## config.mk

```make
export PLATFORM = sky130hd
export DESIGN_NAME = mem_access_stage
export DESIGN_NICKNAME = d
export VERILOG_FILES = /design/src/rtl/mem_pkg.sv /design/src/rtl/load_store_align.sv /design/src/rtl/mem_access_stage.sv
export SDC_FILE = /design/constraint.sdc
export NUM_CORES = 1
export LEC_CHECK = 0
export CORE_MARGIN = 3
export CORE_UTILIZATION = 35
export CTS_CLUSTER_DIAMETER = 60
export DETAILED_ROUTE_END_ITERATION = 8
export SYNTH_ARGS = -nofsm -noshare
export SYNTH_HDL_FRONTEND = slang
export SYNTH_SLANG_ARGS = --single-unit
```

## constraint.sdc

```tcl
create_clock -name clk -period 9.9 [get_ports clk]
set_input_delay 0.99 -clock clk [delete_from_list [all_inputs] [get_ports clk]]
set_output_delay 0.99 -clock clk [all_outputs]
set_load 0.02 [all_outputs]
```

## src/rtl/mem_pkg.sv

```systemverilog
// Shared definitions for the MEM stage: access-width codes, FSM encoding,
// bus timeout default and the access legality check.
package mem_pkg;

  localparam int TIMEOUT_DEF = 16;

  localparam logic [2:0] LB  = 3'b000;
  localparam logic [2:0] LH  = 3'b001;
  localparam logic [2:0] LW  = 3'b010;
  localparam logic [2:0] LBU = 3'b100;
  localparam logic [2:0] LHU = 3'b101;
  localparam logic [2:0] SB  = 3'b000;
  localparam logic [2:0] SH  = 3'b001;
  localparam logic [2:0] SW  = 3'b010;

  typedef enum logic [1:0] {
    IDLE = 2'd0,
    REQ  = 2'd1,
    DONE = 2'd2
  } mem_state_e;

  // Legal width code for the access kind and naturally aligned address.
  function automatic logic access_ok(input logic is_store, input logic [2:0] funct3,
                                     input logic [1:0] offset);
    logic legal_s;
    logic aligned_s;
    legal_s   = 1'b0;
    aligned_s = 1'b0;
    case (funct3)
      LB:      begin legal_s = 1'b1;      aligned_s = 1'b1;               end
      LH:      begin legal_s = 1'b1;      aligned_s = ~offset[0];         end
      LW:      begin legal_s = 1'b1;      aligned_s = (offset == 2'b00);  end
      LBU:     begin legal_s = ~is_store; aligned_s = 1'b1;               end
      LHU:     begin legal_s = ~is_store; aligned_s = ~offset[0];         end
      default: begin legal_s = 1'b0;      aligned_s = 1'b0;               end
    endcase
    return legal_s & aligned_s;
  endfunction

endpackage

```

## src/rtl/load_store_align.sv

```systemverilog
// Combinational byte-lane formatting: store replication/strobes and
// load extract/extend.
module load_store_align
  import mem_pkg::*;
(
  input  logic        st_en,
  input  logic [2:0]  st_funct3,
  input  logic [1:0]  st_offset,
  input  logic [31:0] st_data,
  output logic [31:0] st_wdata,
  output logic [3:0]  st_wstrb,
  input  logic [2:0]  ld_funct3,
  input  logic [1:0]  ld_offset,
  input  logic [31:0] ld_rdata,
  output logic [31:0] ld_data
);

  logic [3:0]  strb_s;
  logic [31:0] ld_raw_s;

  assign st_wstrb = st_en ? strb_s : 4'b0000;
  assign ld_raw_s = ld_rdata >> {ld_offset, 3'b000};

  // Store data replicated across every lane; strobes pick the addressed bytes.
  always_comb begin
    st_wdata = st_data;
    strb_s   = 4'b0000;
    case (st_funct3)
      SB:      begin st_wdata = {4{st_data[7:0]}};  strb_s = 4'b0001 << st_offset; end
      SH:      begin st_wdata = {2{st_data[15:0]}}; strb_s = 4'b0011 << st_offset; end
      SW:      begin st_wdata = st_data;            strb_s = 4'b1111;              end
      default: begin st_wdata = st_data;            strb_s = 4'b0000;              end
    endcase
  end

  // Load extract from the shifted word, then sign or zero extension.
  always_comb begin
    ld_data = ld_raw_s;
    case (ld_funct3)
      LB:      ld_data = {{24{ld_raw_s[7]}}, ld_raw_s[7:0]};
      LBU:     ld_data = {24'd0, ld_raw_s[7:0]};
      LH:      ld_data = {{16{ld_raw_s[15]}}, ld_raw_s[15:0]};
      LHU:     ld_data = {16'd0, ld_raw_s[15:0]};
      LW:      ld_data = ld_raw_s;
      default: ld_data = ld_raw_s;
    endcase
  end

endmodule

```

## src/rtl/mem_access_stage.sv

```systemverilog
// MEM stage of the RV32I pipeline: req/ack data-memory transaction with
// timeout, load/store lane alignment, and the MEM/WB pipeline register.
module mem_access_stage
  import mem_pkg::*;
#(
  parameter int TIMEOUT = TIMEOUT_DEF,
  parameter int XLEN    = 32
) (
  input  logic            clk,
  input  logic            rst,
  input  logic            MEM_valid,
  input  logic [XLEN-1:0] MEM_ALU_out,
  input  logic [XLEN-1:0] MEM_Data_out,
  input  logic [4:0]      MEM_Rd_addr,
  input  logic            MEM_RegWrite,
  input  logic            MEM_MemRead,
  input  logic            MEM_MemWrite,
  input  logic [2:0]      MEM_funct3,
  output logic [XLEN-1:0] MEM_Rd_data,
  output logic            mem_stall,
  output logic            mem_fault,
  output logic            dmem_req,
  output logic            dmem_we,
  output logic [XLEN-1:0] dmem_addr,
  output logic [XLEN-1:0] dmem_wdata,
  output logic [3:0]      dmem_wstrb,
  input  logic [XLEN-1:0] dmem_rdata,
  input  logic            dmem_ack,
  output logic [4:0]      WB_Rd_addr,
  output logic            WB_RegWrite,
  output logic [XLEN-1:0] WB_Rd_data
);

  localparam int                CNT_W    = $clog2(TIMEOUT + 1);
  localparam logic [CNT_W-1:0]  CNT_LAST = CNT_W'(TIMEOUT - 1);

  mem_state_e       state_r, state_nx_s;
  logic [CNT_W-1:0] cnt_r;
  logic             memop_s, ok_s, timeout_s;
  logic             stall_s, fault_s, latch_req_s, wb_load_s, wb_we_s;
  logic [XLEN-1:0]  wb_data_s, st_wdata_s, ld_data_s, rdata_r;
  logic [3:0]       st_wstrb_s;
  logic [2:0]       funct3_r;
  logic [1:0]       offset_r;
  logic             load_r, err_r;
  logic             dmem_req_r, dmem_we_r;
  logic [XLEN-1:0]  dmem_addr_r, dmem_wdata_r;
  logic [3:0]       dmem_wstrb_r;
  logic [4:0]       wb_rd_addr_r;
  logic             wb_regwrite_r;
  logic [XLEN-1:0]  wb_rd_data_r;

  assign memop_s     = MEM_valid & (MEM_MemRead | MEM_MemWrite);
  assign ok_s        = access_ok(MEM_MemWrite, MEM_funct3, MEM_ALU_out[1:0]);
  assign timeout_s   = (cnt_r == CNT_LAST);
  assign MEM_Rd_data = MEM_ALU_out;
  assign mem_stall   = stall_s & ~rst;
  assign mem_fault   = fault_s & ~rst;
  assign dmem_req    = dmem_req_r;
  assign dmem_we     = dmem_we_r;
  assign dmem_addr   = dmem_addr_r;
  assign dmem_wdata  = dmem_wdata_r;
  assign dmem_wstrb  = dmem_wstrb_r;
  assign WB_Rd_addr  = wb_rd_addr_r;
  assign WB_RegWrite = wb_regwrite_r;
  assign WB_Rd_data  = wb_rd_data_r;

  load_store_align u_align (
    .st_en     (MEM_MemWrite),
    .st_funct3 (MEM_funct3),
    .st_offset (MEM_ALU_out[1:0]),
    .st_data   (MEM_Data_out),
    .st_wdata  (st_wdata_s),
    .st_wstrb  (st_wstrb_s),
    .ld_funct3 (funct3_r),
    .ld_offset (offset_r),
    .ld_rdata  (rdata_r),
    .ld_data   (ld_data_s)
  );

  // FSM state register.
  always_ff @(posedge clk or posedge rst) begin
    if (rst) state_r <= IDLE;
    else     state_r <= state_nx_s;
  end

  // Next state, stall/fault and MEM/WB load control.
  always_comb begin
    state_nx_s  = state_r;
    stall_s     = 1'b0;
    fault_s     = 1'b0;
    latch_req_s = 1'b0;
    wb_load_s   = 1'b0;
    wb_we_s     = 1'b0;
    wb_data_s   = MEM_ALU_out;
    case (state_r)
      IDLE: begin
        if (memop_s && ok_s) begin
          stall_s     = 1'b1;
          latch_req_s = 1'b1;
          state_nx_s  = REQ;
        end else if (memop_s) begin
          fault_s   = 1'b1;
          wb_load_s = 1'b1;
        end else begin
          wb_load_s = 1'b1;
          wb_we_s   = MEM_valid & MEM_RegWrite;
        end
      end
      REQ: begin
        stall_s = 1'b1;
        if (dmem_ack)       state_nx_s = DONE;
        else if (timeout_s) state_nx_s = DONE;
        else                state_nx_s = REQ;
      end
      DONE: begin
        state_nx_s = IDLE;
        wb_load_s  = 1'b1;
        fault_s    = err_r;
        if (load_r && !err_r) begin
          wb_we_s   = MEM_valid & MEM_RegWrite;
          wb_data_s = ld_data_s;
        end else begin
          wb_we_s   = 1'b0;
        end
      end
      default: state_nx_s = IDLE;
    endcase
  end

  // Request registers, timeout counter and load-data capture.
  always_ff @(posedge clk or posedge rst) begin
    if (rst) begin
      dmem_req_r   <= 1'b0;
      dmem_we_r    <= 1'b0;
      dmem_addr_r  <= {XLEN{1'b0}};
      dmem_wdata_r <= {XLEN{1'b0}};
      dmem_wstrb_r <= 4'b0000;
      funct3_r     <= 3'b000;
      offset_r     <= 2'b00;
      load_r       <= 1'b0;
      err_r        <= 1'b0;
      rdata_r      <= {XLEN{1'b0}};
      cnt_r        <= {CNT_W{1'b0}};
    end else begin
      dmem_req_r <= (state_nx_s == REQ);
      if (latch_req_s) begin
        dmem_addr_r  <= {MEM_ALU_out[XLEN-1:2], 2'b00};
        dmem_we_r    <= MEM_MemWrite;
        dmem_wdata_r <= st_wdata_s;
        dmem_wstrb_r <= st_wstrb_s;
        funct3_r     <= MEM_funct3;
        offset_r     <= MEM_ALU_out[1:0];
        load_r       <= MEM_MemRead;
        err_r        <= 1'b0;
      end
      if (state_r == REQ) begin
        cnt_r <= cnt_r + CNT_W'(1);
        if (dmem_ack)       rdata_r <= dmem_rdata;
        else if (timeout_s) err_r   <= 1'b1;
      end else begin
        cnt_r <= {CNT_W{1'b0}};
      end
    end
  end

  // MEM/WB pipeline register; a write to x0 is never reported.
  always_ff @(posedge clk or posedge rst) begin
    if (rst) begin
      wb_rd_addr_r  <= 5'd0;
      wb_regwrite_r <= 1'b0;
      wb_rd_data_r  <= {XLEN{1'b0}};
    end else if (wb_load_s) begin
      wb_rd_addr_r  <= MEM_Rd_addr;
      wb_regwrite_r <= wb_we_s & (MEM_Rd_addr != 5'd0);
      wb_rd_data_r  <= wb_data_s;
    end
  end

endmodule

```

-- Yosys cells after proc, flatten, opt, wreduce, memory -nomap -nowiden
Cells that the tools add are included.
W data, S select, Z words.
- memory bits (read-only): 0
- logic and storage cells: 82
- memories kept: 0
- bits in latches: 0
- bits in registers: 152
- memory bits (writable): 0
- output and inout bits: 142
- eq/ne operators: 11
- shifts and indexed selects: 3
- multipliers: 0
- div/mod/pow operators: 0
- add/subtract/negate cells: 1
- bitwise gates (word level): 10
- muxes and demuxes: 29
- reductions and logical operators: 13
- magnitude comparators: 0
- operators by type and width (cell ; number):
    $pmux W32 S4 ; 1
    $mux W32 ; 2
    $pmux W32 S2 ; 1
    $shr A32 B5 Y32 ; 1
    $eq A3 B3 Y1 const B ; 4
    $mux W1 ; 12
    $pmux W4 S3 ; 1
    $pmux W1 S2 ; 5
    $and A1 B1 Y1 ; 6
    $eq A3 B1 Y1 const B ; 2
    $logic_not A3 Y1 ; 2
    $mux W2 ; 3
    $reduce_or A2 Y1 ; 3
    $add A5 B1 Y5 const B ; 1
    $eq A5 B4 Y1 const B ; 1
    $mux W5 ; 1
    $reduce_bool A5 Y1 ; 1
    $eq A2 B1 Y1 const B ; 2
    $logic_not A2 Y1 ; 2
    $mux W4 ; 1
    $pmux W2 S2 ; 1
    $shl A1 B2 Y4 const A ; 1
    $shl A2 B2 Y4 const A ; 1
    $eq A3 B2 Y1 const B ; 1
    other kinds (8) ; 11

-- Longest topological paths before layout
- word-level depth: 11
- depth in mapped cells: 8
- depth with buffers taken out: 5

-- Cells and area by module
A second synthesis with hierarchy kept.
- cell total of the unflattened synthesis: 594
- area, all modules: 7768.7 um^2
- modules (own cells, without submodules) (module ; cells an instance ; times used ; area each (um^2)):
    mem_access_stage ; 423 ; 1 ; 6498.7
    load_store_align ; 171 ; 1 ; 1270.0

-- Worst setup path after synthesis
Ideal clock, no wire load.
- path kind: input port to output port
- start point: input port MEM_funct3[2]
- end point: output port mem_stall
- setup slack: 6.637 ns
- cell stages on the path: 6
- data arrival time: 2.273 ns
- path buffers: 2
- cells stage by stage: buf_6 > or4_4 > buf_6 > a21oi_1 > o21bai_1 > nor2_1
- word-level cells in the longest chain between the ends: 8
- RTL lines (element ; RTL line ; source):
    from (decl) ; mem_access_stage.sv:18 ; input logic [2:0] MEM_funct3,
    $eq A3 B1 Y1 (tied with other cells) ; mem_pkg.sv:29 ; case (funct3)
    $reduce_or A3 Y1 (no line) / $reduce_or A2 Y1 (equally long branches) ; n/a ;
    $pmux W1 S2 / $pmux W1 S3 (equally long branches) ; mem_pkg.sv:29 ;
    $and A1 B1 Y1 (*) ; mem_pkg.sv:37 ; return legal_s & aligned_s;
    $logic_and A1 B1 Y1 (*) ; mem_access_stage.sv:98 ; if (memop_s && ok_s) begin
    $mux W1 (*) ; mem_access_stage.sv:98 ;
    $pmux W1 S2 (*) ; mem_access_stage.sv:96 ; case (state_r)
    $and A1 B1 Y1 (*) ; mem_access_stage.sv:57 ; assign mem_stall = stall_s & ~rst;
    to (decl) ; mem_access_stage.sv:20 ; output logic mem_stall,
Every way passes the cells marked *; elsewhere a longest branch is shown, timed or not.

-- Worst setup path after layout
- start point: input port MEM_funct3[0]
- end point: output port mem_stall
The elaborated chain is that of the path after synthesis.

==> flow_results.xml <==
<?xml version="1.0" encoding="UTF-8"?>
<metrics>
  <group name="detailed_routing">
    <metric name="final_antenna_net_count" unit="">0</metric>
    <metric name="wirelength" unit="µm">22430</metric>
    <metric name="first_iter_violations" unit="">286</metric>
    <metric name="vias" unit="">6059</metric>
    <metric name="wl_per_cell" unit="µm">18.34</metric>
    <metric name="vias_per_inst" unit="">4.954</metric>
    <metric name="length_of_the_first_detailed_routing_pass_in_iterations" unit="">4</metric>
    <metric name="drc" unit="">0</metric>
  </group>
  <group name="worst_setup_path">
    <metric name="worstSetupEndpointType" unit="">output pin</metric>
    <metric name="startpoint_type" unit="">input port</metric>
    <metric name="critPathKind" unit="">in2out</metric>
    <metric name="setup.reg_to_reg.worst_slack" unit="ns">7.03</metric>
    <metric name="cp_data_arrival_time" unit="ns">3.61</metric>
    <metric name="required" unit="ns">8.91</metric>
    <metric name="critical_path.max_fanout" unit="">14</metric>
  </group>
  <group name="yosys">
    <metric name="synthXorXnorAreaFrac" unit="">0.002336</metric>
    <metric name="synth-seq-area-share" unit="">0.5073</metric>
    <metric name="ys_seq_elements" unit="">152</metric>
    <metric name="synth_top_family_by_area" unit="">multiplexers</metric>
    <metric name="post_synthesis_compound_gate_area_fraction" unit="">0.1317</metric>
    <metric name="muxShareOfSynthArea" unit="">0.1445</metric>
    <metric name="avg_cell_area_syn" unit="µm²">10.01</metric>
    <metric name="synthAdderAreaFrac" unit="">0.003338</metric>
    <metric name="ys.flop_type" unit="">sky130_fd_sc_hd__dfrtp_1</metric>
    <metric name="synthSimpleGateAreaFrac" unit="">0.1387</metric>
    <metric name="count_of_synthesis_stage_warnings_from_yosys" unit="">0</metric>
    <metric name="async_reset_ff_frac" unit="">1.000</metric>
    <metric name="synth_cell_type_count" unit="">52</metric>
    <metric name="synth.cell_area" unit="µm²">7497</metric>
    <metric name="number_of_standard_cells_after_synthesis" unit="">749</metric>
    <metric name="synth_edf_count" unit="">0</metric>
  </group>
  <group name="clocking">
    <metric name="post_cts_sizing_count" unit="">0</metric>
    <metric name="htree_num_levels" unit="">4</metric>
    <metric name="worstSkewPairLatency" unit="ns">0.42</metric>
    <metric name="clkSinkCount" unit="">152</metric>
    <metric name="clkTransAtPathRegs" unit="ns">0.06</metric>
    <metric name="cts.hold.buffers_added" unit="">0</metric>
    <metric name="cts.repair_timing.setup_buffer_count" unit="">0</metric>
    <metric name="tritoncts" unit="">yes</metric>
    <metric name="cts_inserted_buffers" unit="">17</metric>
    <metric name="clock_path_buffers" unit="">2</metric>
    <metric name="root_buf_cell" unit="">sky130_fd_sc_hd__clkbuf_16</metric>
  </group>
  <group name="pwr">
    <metric name="post-layout-total-power" unit="mW">3.316</metric>
    <metric name="peak_ir_drop_on_the_vdd_network" unit="V">0.0001443</metric>
    <metric name="p_leak" unit="nW">4.438</metric>
    <metric name="power.density_cell_area" unit="nW/µm²">316.3</metric>
  </group>
  <group name="finish">
    <metric name="multi_input_area" unit="µm²">3184</metric>
    <metric name="final_area" unit="µm²">10480</metric>
    <metric name="mostFrequentLayoutCell" unit="">sky130_fd_sc_hd__clkdlybuf4s50_1</metric>
    <metric name="layout.filler_cells" unit="">1950</metric>
    <metric name="synthToLayoutAreaGrowth" unit="%">39.82</metric>
    <metric name="final-seq-area" unit="µm²">3804</metric>
    <metric name="most-common-layout-cells" unit="">sky130_fd_sc_hd__clkdlybuf4s50_1, sky130_fd_sc_hd__nand2_1, sky130_fd_sc_hd__dfrtp_1</metric>
    <metric name="nets" unit="">1053</metric>
    <metric name="drive_gt1_frac" unit="">0.09549</metric>
    <metric name="n_antenna_cell" unit="">0</metric>
    <metric name="layoutNonFillerInstCount" unit="">1223</metric>
  </group>
  <group name="timing">
    <metric name="max_freq" unit="GHz">0.2173</metric>
    <metric name="grt_setup_unrepaired" unit="">no</metric>
    <metric name="setup_viol_count_final" unit="">0</metric>
    <metric name="worstMarginPinSlew" unit="ns">1.131</metric>
    <metric name="slew_viol_final" unit="">0</metric>
    <metric name="layout_worst_path_cycle_share" unit="">0.4649</metric>
    <metric name="period_needed" unit="ns">4.603</metric>
    <metric name="max_slew_margin" unit="">0.2453</metric>
    <metric name="fin_setup_tns" unit="ns">0</metric>
    <metric name="final_hold_viol_count" unit="">0</metric>
    <metric name="fin_skew" unit="ns">0.01195</metric>
  </group>
  <group name="worst_hold_path">
    <metric name="hold_class" unit="">reg2reg</metric>
  </group>
  <group name="floorplanning">
    <metric name="num_rows" unit="">52</metric>
    <metric name="die_h" unit="µm">152.4</metric>
    <metric name="boundaryPins" unit="">253</metric>
    <metric name="chipWidth" unit="µm">152.4</metric>
    <metric name="core" unit="µm²">20620</metric>
    <metric name="fp.dieArea" unit="µm²">23210</metric>
    <metric name="effective_utilization_at_floorplan" unit="">0.3635</metric>
  </group>
  <group name="placement">
    <metric name="postPlaceCellArea" unit="µm²">9912</metric>
    <metric name="place_inst" unit="">1191</metric>
    <metric name="numPortBuffers" unit="">250</metric>
    <metric name="place.gp.congestion" unit="">0.7772</metric>
    <metric name="place_hpwl" unit="µm">16030</metric>
  </group>
  <group name="global_routing">
    <metric name="pin_count_of_the_biggest_net_entering_global_routing" unit="">100</metric>
    <metric name="grt_first_pass_wirelength" unit="µm">35460</metric>
    <metric name="grt.total_usage" unit="">0.1902</metric>
    <metric name="vias_in_the_first_global_route" unit="">6087</metric>
    <metric name="grt_antenna_before_repair" unit="">1</metric>
    <metric name="grt_remaining_overflow" unit="">0</metric>
  </group>
  <group name="status">
    <metric name="run_status" unit="">completed</metric>
  </group>
  <group name="run">
    <metric name="max_cap_viol_count" unit="">0</metric>
  </group>
</metrics>
critical path, cell delays in order:
cell                              delay, ns
sky130_fd_sc_hd__clkdlybuf4s50_1       0.83
sky130_fd_sc_hd__or4_4                 0.78
sky130_fd_sc_hd__a21oi_1               0.17
sky130_fd_sc_hd__o21bai_1              0.11
sky130_fd_sc_hd__nor2_1                0.11
sky130_fd_sc_hd__clkdlybuf4s50_1       0.62
final cells by class:
| cell class | instances | area share |
|---|---|---|
| inverter | 3 | 0.001552 |
| timing repair buffer | 259 | 0.2452 |
| clock inverter | 14 | 0.01349 |
| clock buffer | 18 | 0.04094 |
| multi-input combinational | 507 | 0.3038 |
| tap | 270 | 0.03223 |
| sequential | 152 | 0.3629 |
where the power goes:
group          total [mW]  switching, mW  internal, mW
registers            1.13          0.216         0.918
clock network       0.636          0.283         0.353
logic                1.54          0.812         0.732
total                3.32           1.31          2.00
metal layers:
metal	share of wire	wire length, µm	track usage	up-vias
li1	-	-	-	2940
met1	0.46	10370	0.2620	2935
met2	0.47	10630	0.3025	174
met3	0.058	1303	0.04857	8
met4	0.0054	121	0.04623	2
met5	0.00058	13	0	-
stage by stage:
stage / hold WS (ns) / utilization / worst slack, ns
final: 0.4693 / 0.5083 / 5.297
after global routing: 0.4860 / 0.5083 / 5.178
after CTS: 0.4769 / 0.5083 / 5.309
after detailed placement: 0.4615 / 0.4806 / 5.312
after global placement: 0.4537 / 0.4806 / 5.324
after floorplan: 0.4329 / - / 4.817
flip-flops by register name, indices dropped and copies added (netlist names), 3 cells and up:
signal,cells
cnt_r,5
dmem_addr,30
funct3_r,3
dmem_wstrb,4
rdata_r,32
dmem_wdata,32
WB_Rd_data,32
WB_Rd_addr,5
cell usage after synthesis, drive strengths merged, types with 2 or more instances:
cell	instances	area [µm²]
ha	2	25.02
or4	2	18.77
nor3	4	20.02
nand3b	8	60.06
or2	4	25.03
a221oi	9	78.83
a2bb2oi	8	70.07
o211ai	7	52.55
o31ai	16	120.1
nand2b	4	25.02
a221o	2	20.02
a21oi	12	60.06
nand2	176	660.6
mux2	40	450.4
buf	64	435.4
nor2b	3	18.77
dfrtp	152	3804
nand3	9	45.04
mux2i	61	610.6
clkbuf	24	90.09
inv	3	11.26
a211oi	10	87.58
o21ai	80	400.4
nor2	29	111.4
and2	2	12.51
final timing paths:
kind                       depth (start not counted)              to          start
min in group asynchronous                          2   WB_Rd_addr[3]            rst
max                                                6       mem_stall  MEM_funct3[0]
min                                                2   dmem_addr[28]  dmem_addr[28]
min reg2reg                                        2   dmem_addr[28]  dmem_addr[28]
max reg2reg                                        4  WB_Rd_data[27]    offset_r[1]
max in group asynchronous                          3     rdata_r[26]            rst
cells by family after synthesis:
logic type               Yosys count
buffers and inverters             91
multiplexers                     102
flip-flops                       152
other                              1
AND/OR/NAND/NOR                  246
AO/OA/AOI/OAI                    153
XOR/XNOR                           2
adder cells (fa/ha/maj)            2
Power figures use the tool's default switching activity.
